[src/rtl/arb_req_agent_pkg.sv]
// rtl/arb_req_agent_pkg.sv - shared definitions for the arbiter request agent
//
// Purpose : default sizes, grant-id width helper, grant legality rule and
//           the per-client counter action decode. The legality rule lives
//           here so the arbiter bench can apply the same definition.
// Ports   : none (package)
package arb_req_agent_pkg;

  localparam int REQ_WIDTH_DEF = 8;
  localparam int CNT_WIDTH_DEF = 4;

  // Binary grant-index width; never below 1 bit.
  function automatic int id_width(input int n);
    return (n <= 2) ? 1 : $clog2(n);
  endfunction

  // A grant is legal when it names exactly one client and that client has work.
  function automatic logic grant_legal(input logic is_onehot, input logic req_hit);
    return is_onehot & req_hit;
  endfunction

  typedef enum logic [1:0] {
    CNT_HOLD = 2'd0,
    CNT_INC  = 2'd1,
    CNT_DEC  = 2'd2
  } cnt_action_e;

  // Accepted push and legal grant cancel each other.
  function automatic cnt_action_e cnt_action(input logic p, input logic g);
    cnt_action_e a;
    a = CNT_HOLD;
    if (p && !g) a = CNT_INC;
    if (!p && g) a = CNT_DEC;
    return a;
  endfunction

endpackage

[src/rtl/arb_req_agent_onehot_enc.sv]
// rtl/arb_req_agent_onehot_enc.sv - one-hot to binary encoder with one-hot flag
//
// Purpose : converts a grant vector to a binary index and reports whether
//           exactly one bit is set.
// Ports   : vec       in  WIDTH  candidate one-hot vector
//           id        out ID_W   binary index (valid only when is_onehot)
//           is_onehot out 1      exactly one bit of vec is set
module arb_req_agent_onehot_enc #(
  parameter int WIDTH = 8,
  parameter int ID_W  = 3
) (
  input  logic [WIDTH-1:0] vec,
  output logic [ID_W-1:0]  id,
  output logic             is_onehot
);

  logic [WIDTH-1:0] one;

  assign one = {{(WIDTH-1){1'b0}}, 1'b1};

  // OR of indices of set bits: exact for one-hot input, don't-care otherwise.
  always_comb begin
    id = '0;
    for (int i = 0; i < WIDTH; i++) begin
      if (vec[i]) id = id | ID_W'(i);
    end
  end

  // Clearing the lowest set bit leaves zero only for a single-bit vector.
  assign is_onehot = (vec != '0) && ((vec & (vec - one)) == '0);

endmodule

[src/rtl/arb_req_agent.sv]
// rtl/arb_req_agent.sv - per-client pending counters driving a priority arbiter
//
// Purpose : counts pushed requests per client, presents req to the arbiter,
//           consumes legal one-hot grants and reports them as a registered
//           binary id; flags dropped pushes and illegal grants.
// Ports   : clk        in  1          rising-edge clock
//           rst        in  1          synchronous active-high reset
//           push       in  REQ_WIDTH  one request per set bit
//           full       out REQ_WIDTH  client counter at maximum
//           req        out REQ_WIDTH  client has pending work (to arbiter)
//           gnt        in  REQ_WIDTH  arbiter grant, one-hot or zero
//           gnt_valid  out 1          pulse: legal grant consumed last cycle
//           gnt_id     out ID_WIDTH   index of that grant
//           drop       out 1          pulse: a push hit a full counter
//           err        out 1          sticky illegal-grant flag
module arb_req_agent
  import arb_req_agent_pkg::*;
#(
  parameter int REQ_WIDTH = REQ_WIDTH_DEF,
  parameter int CNT_WIDTH = CNT_WIDTH_DEF,
  localparam int ID_WIDTH = id_width(REQ_WIDTH)
) (
  input  logic                 clk,
  input  logic                 rst,
  input  logic [REQ_WIDTH-1:0] push,
  output logic [REQ_WIDTH-1:0] full,
  output logic [REQ_WIDTH-1:0] req,
  input  logic [REQ_WIDTH-1:0] gnt,
  output logic                 gnt_valid,
  output logic [ID_WIDTH-1:0]  gnt_id,
  output logic                 drop,
  output logic                 err
);

  logic [ID_WIDTH-1:0]  enc_id;
  logic                 gnt_onehot;
  logic                 gnt_ok;
  logic                 gnt_bad;
  logic [REQ_WIDTH-1:0] gnt_take;
  logic [REQ_WIDTH-1:0] push_lost;

  arb_req_agent_onehot_enc #(
    .WIDTH (REQ_WIDTH),
    .ID_W  (ID_WIDTH)
  ) u_enc (
    .vec       (gnt),
    .id        (enc_id),
    .is_onehot (gnt_onehot)
  );

  assign gnt_ok   = grant_legal(gnt_onehot, |(gnt & req));
  assign gnt_bad  = (gnt != '0) && !gnt_ok;
  assign gnt_take = gnt & {REQ_WIDTH{gnt_ok}};

  // A full client that is granted in the same cycle still takes the push:
  // the grant frees the slot the push fills, so the count holds at max.
  assign push_lost = push & full & ~gnt_take;

  for (genvar i = 0; i < REQ_WIDTH; i++) begin : g_slice
    logic [CNT_WIDTH-1:0] cnt;
    logic                 p;
    logic                 g;

    assign g = gnt_take[i];
    assign p = push[i] & (~full[i] | g);

    always_ff @(posedge clk) begin
      if (rst) begin
        cnt <= '0;
      end else begin
        case (cnt_action(p, g))
          CNT_INC: cnt <= cnt + 1'b1;
          CNT_DEC: cnt <= cnt - 1'b1;
          default: cnt <= cnt;
        endcase
      end
    end

    assign req[i]  = (cnt != '0);
    assign full[i] = &cnt;
  end

  always_ff @(posedge clk) begin
    if (rst) begin
      gnt_valid <= 1'b0;
      gnt_id    <= '0;
      drop      <= 1'b0;
      err       <= 1'b0;
    end else begin
      gnt_valid <= gnt_ok;
      if (gnt_ok) gnt_id <= enc_id;
      drop      <= |push_lost;
      err       <= err | gnt_bad;
    end
  end

endmodule

[config.mk]
export PLATFORM = sky130hd
export DESIGN_NAME = arb_req_agent
export DESIGN_NICKNAME = d
export VERILOG_FILES = /design/src/rtl/arb_req_agent_pkg.sv /design/src/rtl/arb_req_agent_onehot_enc.sv /design/src/rtl/arb_req_agent.sv
export SDC_FILE = /design/constraint.sdc
export NUM_CORES = 1
export LEC_CHECK = 0
export BUFFER_PORTS_ARGS = -buffer_cell sky130_fd_sc_hd__buf_4
export CORE_ASPECT_RATIO = 1.1
export CORE_MARGIN = 3
export CORE_UTILIZATION = 55
export DETAILED_ROUTE_END_ITERATION = 7
export MAX_ROUTING_LAYER = met4
export PLACE_DENSITY = 0.73
export SLEW_MARGIN = 20
export SYNTH_ARGS = -nofsm -noshare
export SYNTH_HDL_FRONTEND = slang
export SYNTH_SLANG_ARGS = --single-unit
[constraint.sdc]
create_clock -name clk -period 4.5 [get_ports clk]
set_clock_uncertainty 0.1 [all_clocks]
set_input_delay 0 -clock clk [delete_from_list [all_inputs] [get_ports clk]]
set_output_delay 0 -clock clk [all_outputs]
set_load 0.05 [all_outputs]
Yosys cells after proc, flatten, opt, wreduce, memory -nomap -nowiden --
Cells that the tools add are included.
Word-level totals: bits of input ports 18, logic and storage cells 179, output and inout port bits 22, register bits after elaboration 38
Cells by class: add/sub/neg operators 17, equal/unequal tests 16, reductions and logical operators 63, bitwise operators 32, muxes and demuxes 39
Operator list (count):
- one-hot mux 4 bit (2 select lines) | 8
- bitwise AND 8 bit | 5
- two-way mux 2 bit | 18
- adder 4 x 1 -> 4 bit, second input constant | 8
- AND reduction 4 bit | 8
- nonzero test 4 bit | 8
- subtractor 4 x 1 -> 4 bit, second input constant | 8
- logical AND 1 bit | 18
- zero test 1 bit | 17
- equality test 2 x 1 -> 1 bit, second input constant | 8
- equality test 2 bit, second input constant | 8
- nonzero test 2 bit | 8
- OR reduction 8 bit | 2
- two-way mux 3 bit | 4
- bitwise AND 1 bit | 9
- two-way mux 1 bit | 9
- bitwise OR 1 bit | 9
- zero test 8 bit | 1
- NOT 1 bit | 8
- NOT 8 bit | 1
- nonzero test 8 bit | 1
- subtractor 8 x 1 -> 8 bit, second input constant | 1

Logic depth before layout (Yosys ltp) --
word-level depth 14, mapped depth 15, mapped depth without buffers 14

Hierarchy --
From an unflattened synthesis, not the netlist that was laid out.
Second synthesis, totals: cells, all modules 324, area, all modules 2857.7 um2
By module, submodules not included:
- arb_req_agent | area an instance 2740.1 um2, times used 1, cells each 310, sequential area each 760.7 um2
- arb_req_agent_onehot_enc | area an instance 117.6 um2, times used 1, cells each 14, sequential area each 0.0 um2

Worst setup path after synthesis --
OpenSTA, ideal clock, no wires.
path kind reg2reg, start register g_slice[1].cnt[0], end register g_slice[4].cnt[3], path slack 0.778 ns, required time 4.329 ns, setup time 0.071 ns, buffers on the path 1, arrival 3.551 ns, cell stages (with the launch flop) 15, period minus slack after synthesis 3.722 ns, cells stage by stage dfxtp_1 or4_1 a22oi_1 and4_4 buf_12 nor3_4 and2_1 o41ai_1 ha_1 ha_1 a21o_1 a21oi_1 xnor2_1 or3_1 a21oi_1
On the way: word-level cells in the longest chain between the ends 13, elaborated cells between the ends (all ways) 18, those cells by class eq/ne (2); mux (4); bitwise (5); reduce/logical (7)
RTL lines:
- from (decl) | line arb_req_agent.sv:60 | logic [CNT_WIDTH-1:0] cnt;
- from (signal assigned) | line arb_req_agent.sv:72 | CNT_INC: cnt <= cnt + 1'b1;
- from (signal assigned) | line arb_req_agent.sv:73 | CNT_DEC: cnt <= cnt - 1'b1;
- from (signal assigned) | line arb_req_agent.sv:74 | default: cnt <= cnt;
- nonzero test 4 bit * | line arb_req_agent.sv:79 | assign req[i] = (cnt != '0);
- named net req[1] | line arb_req_agent.sv:27 | output logic [REQ_WIDTH-1:0] req,
- bitwise AND 8 bit * | line arb_req_agent.sv:51 | assign gnt_ok = grant_legal(gnt_onehot, |(gnt & req));
- OR reduction 8 bit * | line arb_req_agent.sv:51
- bitwise AND 1 bit * | line arb_req_agent_pkg.sv:19 | return is_onehot & req_hit;
- bitwise AND 8 bit * | line arb_req_agent.sv:53 | assign gnt_take = gnt & {REQ_WIDTH{gnt_ok}};
- bitwise OR 1 bit | line arb_req_agent.sv:65 | assign p = push[i] & (~full[i] | g);
- bitwise AND 1 bit | line arb_req_agent.sv:65
- logical AND 1 bit / zero test 1 bit (equally long branches) | line arb_req_agent_pkg.sv:32, arb_req_agent_pkg.sv:33
- two-way mux 1 bit / logical AND 1 bit (equally long branches) | line arb_req_agent_pkg.sv:32, arb_req_agent_pkg.sv:33
- two-way mux 2 bit * | line arb_req_agent_pkg.sv:33 | if (!p && g) a = CNT_DEC;
- two-way mux 2 bit * | line arb_req_agent.sv:68 | if (rst) begin
- equality test 2 bit / equality test 2 x 1 -> 1 bit (equally long branches) | line arb_req_agent.sv:71 | case (cnt_action(p, g))
- one-hot mux 4 bit (2 select lines) / nonzero test 2 bit (equally long branches)
- to (signal assigned) | line arb_req_agent.sv:72
- to (signal assigned) | line arb_req_agent.sv:73
- to (signal assigned) | line arb_req_agent.sv:74
- to (decl) | line arb_req_agent.sv:60
The timed path passes the listed nets; every way through them passes the cells marked *. The select of a mux whose other input is x is not followed. A chain may end at the register's enable or synchronous reset.

Worst setup path in the final report --
start register g_slice[1].cnt[3], end register g_slice[4].cnt[3]
On the way: word-level cells in the longest chain between the ends 13, elaborated cells between the ends (all ways) 18, those cells by class eq/ne (2); mux (4); bitwise (5); reduce/logical (7)
RTL lines (line):
- nonzero test 4 bit * | arb_req_agent.sv:79
- bitwise AND 8 bit * | arb_req_agent.sv:51
- OR reduction 8 bit * | arb_req_agent.sv:51
- bitwise AND 1 bit * | arb_req_agent_pkg.sv:19
- bitwise AND 8 bit * | arb_req_agent.sv:53
- bitwise OR 1 bit | arb_req_agent.sv:65
- bitwise AND 1 bit | arb_req_agent.sv:65
- logical AND 1 bit / zero test 1 bit (equally long branches) | arb_req_agent_pkg.sv:32, arb_req_agent_pkg.sv:33
- two-way mux 1 bit / logical AND 1 bit (equally long branches) | arb_req_agent_pkg.sv:32, arb_req_agent_pkg.sv:33
- two-way mux 2 bit * | arb_req_agent_pkg.sv:33
- two-way mux 2 bit * | arb_req_agent.sv:68
- equality test 2 bit / equality test 2 x 1 -> 1 bit (equally long branches) | arb_req_agent.sv:71
- one-hot mux 4 bit (2 select lines) / nonzero test 2 bit (equally long branches)
Every way passes the cells marked *; elsewhere a longest branch is shown, timed or not. The select of a mux whose other input is x is not followed.

==> tab_implementation.tex <==
\begin{tabular}{lr}
\hline
Metric & Value \\
\hline
\multicolumn{2}{l}{\textbf{Setup path}} \\
\quad Crit path required time & 4.63 ns \\
\quad Critical path buffer and inverter count & 0 \\
\quad Capture point of the worst reg-to-reg path & g\_slice[4].cnt[3] \\
\quad Reg2Reg Setup Slack & $\sim$0.8 ns \\
\quad Ordered list of cells on the worst path & or4\_1 > a22oi\_1 > and4\_4 > nor3\_4 > and2\_1 > o41ai\_1 > ha\_1 > ha\_1 > a21o\_1 > a21oi\_1 > xnor2\_1 > or3\_1 > a21oi\_1 \\
\quad Peak per-stage delay on the critical path & about 0.58 ns \\
\quad Max stage delay cell, worst path & or4\_1 \\
\quad Critical path's top delay family & simple AND/OR/NAND/NOR gates \\
\quad Type of the setup path with the least slack & flip-flop to flip-flop \\
\quad Type of destination of the critical path & flip-flop \\
\quad Arr. time, crit path & 3.82 ns \\
\quad Startpoint of the worst register-to-register path & g\_slice[1].cnt[3] \\
\quad Startpoint kind of the worst setup timing path & flip-flop \\
\quad Maximum fanout along the worst path & 10 \\
\quad R2r worst-path depth & 13 \\
\multicolumn{2}{l}{\textbf{Die}} \\
\quad Cell row count & 26 \\
\quad Initial core utilization & 0.587 \\
\quad I/O pin total & 40 \\
\quad Die Wd & roughly 74 µm \\
\quad Die Ht & 80.9 µm \\
\quad Area of the die & 6000 µm² \\
\quad Core Box Area & 4780 µm² \\
\multicolumn{2}{l}{\textbf{Timing}} \\
\quad Final number of max-transition violations & 0 \\
\quad Setup repair after global routing missed its margin & false \\
\quad Worst relative slew slack & 0.621 \\
\quad Tightest hold margin & 0.00294 ns \\
\quad Tmin final & 3.69 ns \\
\quad Final number of setup-violating endpoints & 0 \\
\quad Sum of negative setup slack & 0 ns \\
\quad Final Cycle Share & 0.820 \\
\quad FMAX & around 270 MHz \\
\quad Final Hold Vio Count & 0 \\
\quad Minimum setup slack in the final design & 0.811 ns \\
\quad Actual transition at the worst max-transition pin & 0.567 ns \\
\multicolumn{2}{l}{\textbf{Clock tree}} \\
\quad Clock latency of the later-clocked register in the worst-skew pair & around 0.29 ns \\
\quad Count of hold buffers inserted by post-cts repair & 3 \\
\quad Number of CTS-inserted buffers & 5 \\
\quad CTS tree & done \\
\quad Number of buffers between clock root and the deepest sink & 2 \\
\quad Post-CTS repair timing setup buffer count & 0 \\
\quad Num Clock Sinks & 38 \\
\quad Root buffer cell & clkbuf\_8 \\
\quad Gates resized, CTS repair & 0 \\
\quad Clock slew seen by the registers of the worst setup and hold paths & 0.08 ns \\
\quad Depth of the CTS H-tree & 2 \\
\multicolumn{2}{l}{\textbf{Placement}} \\
\quad DP Worst Slack & roughly 0.8 ns \\
\quad Count of input and output buffers & 39 \\
\quad Final HPWL DP & around 4.5 mm \\
\quad Gp weighted congestion & between 0.9 and 1 \\
\multicolumn{2}{l}{\textbf{GRT}} \\
\quad Global routing met1 resource utilization & 0.294 \\
\quad Maximum number of pins on one net before global-route repair & 45 \\
\quad Total global-route track usage & 0.215 \\
\quad First-pass GRT wire length & 9.88 mm \\
\quad Busiest grt layer & met2 \\
\quad Antenna violations before repair & 0 \\
\quad Gr ovfl total & 0 \\
\quad Vias in the first global route & 2125 \\
\quad Met3 GRT Util & 0.0309 \\
\quad Met2 global-route usage & 0.331 \\
\multicolumn{2}{l}{\textbf{Drt}} \\
\quad Avg WL per Cell & 14.6 µm \\
\quad Overall via count from detail\_route & 2307 \\
\quad Routed wire length & 5.92 mm \\
\quad Count of antenna-violating nets left after detailed routing & 0 \\
\quad Detail-routed via count per cell & about 5.7 \\
\quad Violation count after the first detailed-route iteration & around 120 \\
\quad Remaining DRCs & 0 \\
\quad First-pass iteration count of the detailed router & 4 \\
\multicolumn{2}{l}{\textbf{Synth}} \\
\quad Proportion of netlist area held by the largest area contributor & 0.271 \\
\quad Main area contributors after synthesis & dfxtp\_1 27\%, ha\_1 8.0\%, nor2\_1 6.1\% \\
\quad Post-Synthesis Cell Area & 2810 µm² \\
\quad Async set-or-reset flop fraction in the synthesized netlist & 0 \\
\quad Commonest register cell after synthesis & dfxtp\_1 \\
\quad Average cell area after synthesis & $\sim$9 µm² \\
\quad Post-synth cell types & 49 \\
\quad Total of warnings raised by yosys & 0 \\
\quad Count of flip-flops with a built-in enable after synthesis & 0 \\
\quad Net count of the mapped netlist & roughly 350 \\
\quad Largest area contributor in the netlist & dfxtp\_1 \\
\quad Synth Instances & 307 \\
\quad Proportion of synthesized chip area in sequential cells & 0.271 \\
\quad FF+latch count, synth & 38 \\
\multicolumn{2}{l}{\textbf{Hold path}} \\
\quad Path class of the lowest-slack min-delay path & input pin to flip-flop \\
\quad Hold Crit Endpoint & drop \\
\quad Hold path depth & 3 \\
\quad Hold path startpoint & push[2] \\
\multicolumn{2}{l}{\textbf{Run}} \\
\quad Max-cap violation count & 0 \\
\multicolumn{2}{l}{\textbf{Run status}} \\
\quad Outcome & finished clean \\
\multicolumn{2}{l}{\textbf{Power}} \\
\quad Ratio of total power to cell area & about 280 nW/µm² \\
\quad Proportion of power drawn by flip-flops and latches & 0.413 \\
\quad Internal Dissipation & 0.614 mW \\
\quad Total Power & around 0.9 mW \\
\quad Logic pwr share & 0.272 \\
\quad Switch share & 0.330 \\
\quad Worst-case vdd ir drop & 0.184 mV \\
\quad Switching power total & 0.302 mW \\
\quad Share of total power in the clock network & 0.315 \\
\quad Leakage power total & 1.45 nW \\
\multicolumn{2}{l}{\textbf{Cells and area}} \\
\quad Area growth syn-to-layout & 16.4\% \\
\quad Inserted Diodes & 0 \\
\quad Number of filler cells placed in the layout & between 400 and 500 \\
\quad Area used by multi-input combinational logic & 1910 µm² \\
\quad Final core utilization & 0.684 \\
\quad Area of all sequential standard cells & 761 µm² \\
\quad Share of post-route cells with drive strength above 1 & 0.231 \\
\quad Nets & 394 \\
\hline
\end{tabular}
[cells by family after synthesis]
family          Yosys count  share of synthesized area
xor+xnor                 18                     0.0561
buf+inv                  31                     0.0477
mux                      17                     0.0717
compound gates           57                      0.148
flops                    38                      0.271
fa+ha+maj                27                      0.141
simple gates            119                      0.264
[flip-flops by register name, summed over array words and instances, names as in the netlist]
name	cells
drop	1
gnt_id	3
gnt_valid	1
g_slice.cnt	32
err	1
[through the flow]
stage | area [µm²] | std cells
detailed placement | 3130 | 396
global route | 3270 | 407
CTS | 3270 | 407
finish | 3270 | 407
global placement | 3130 | 396
floorplan | 2810 | 307
[layout by cell type, fill, tap and decap left out, drive strengths merged, types with 8 or more instances in the layout]
| cell type | synthesis | layout |
|---|---|---|
| a21o | 8 | 8 |
| a21oi | 24 | 24 |
| buf | 2 | 39 |
| dfxtp | 38 | 38 |
| fa | 8 | 8 |
| ha | 18 | 18 |
| inv | 25 | 25 |
| mux2i | 10 | 10 |
| nand2 | 14 | 14 |
| nand2b | 10 | 10 |
| nor2 | 46 | 46 |
| nor3 | 12 | 12 |
| or4 | 9 | 9 |
| xnor2 | 14 | 14 |
[worst reg2reg max path: stages (launching register included)]
cell and delay (ns):
dfxtp_1 0.34, or4_1 0.58, a22oi_1 0.24, and4_4 0.42, nor3_4 0.12, and2_1 0.22, o41ai_1 0.25, ha_1 0.26
ha_1 0.24, a21o_1 0.18, a21oi_1 0.17, xnor2_1 0.09, or3_1 0.30, a21oi_1 0.14
[worst max path at each step]
| stage | to | slack (ns) | start | cells after the start |
|---|---|---|---|---|
| floorplan | g_slice[4].cnt[3] | 0.78 | g_slice[1].cnt[0] | 14 |
| global placement | g_slice[4].cnt[3] | 0.86 | g_slice[1].cnt[0] | 13 |
| detailed placement | g_slice[4].cnt[3] | 0.82 | g_slice[1].cnt[3] | 13 |
| CTS | g_slice[4].cnt[3] | 0.80 | g_slice[1].cnt[3] | 13 |
| global route | g_slice[4].cnt[3] | 0.55 | g_slice[1].cnt[3] | 13 |
| finish | g_slice[4].cnt[3] | 0.81 | g_slice[1].cnt[3] | 13 |
[metal layers]
layer	vias to the layer above	share of wire	routed length [µm]
li1	1171	-	-
met1	1080	0.46	2750
met2	47	0.48	2830
met3	9	0.043	253
met4	0	0.015	90
met5	-	0	0
[cell type report]
class / instances / area share
clock buffer: 5 / 0.0210
clock inverter: 3 / 0.0122
inverter: 25 / 0.0287
multi-input combinational: 238 / 0.585
sequential: 38 / 0.233
tap: 56 / 0.0214
timing repair buffer: 42 / 0.0987
[power groups by stage]
stage | clock network [mW] | logic (mW) | registers, mW
finish | 0.288 | 0.249 | 0.378
detailed placement | 0 | 0.248 | 0.386
global placement | 0 | 0.244 | 0.384
global route | 0.308 | 0.272 | 0.382
CTS | 0.294 | 0.251 | 0.378
floorplan | 0 | 0.186 | 0.385
[cell usage after synthesis, types with 7 or more instances]
| master | n |
|---|---|
| xnor2_1 | 14 |
| mux2i_1 | 10 |
| a21o_1 | 8 |
| a21oi_1 | 21 |
| dfxtp_1 | 38 |
| a211oi_1 | 7 |
| nor2_1 | 46 |
| ha_1 | 18 |
| nor3_1 | 10 |
| inv_1 | 20 |
| nand2_1 | 14 |
| fa_1 | 8 |
(Power assumes the default switching activity.)
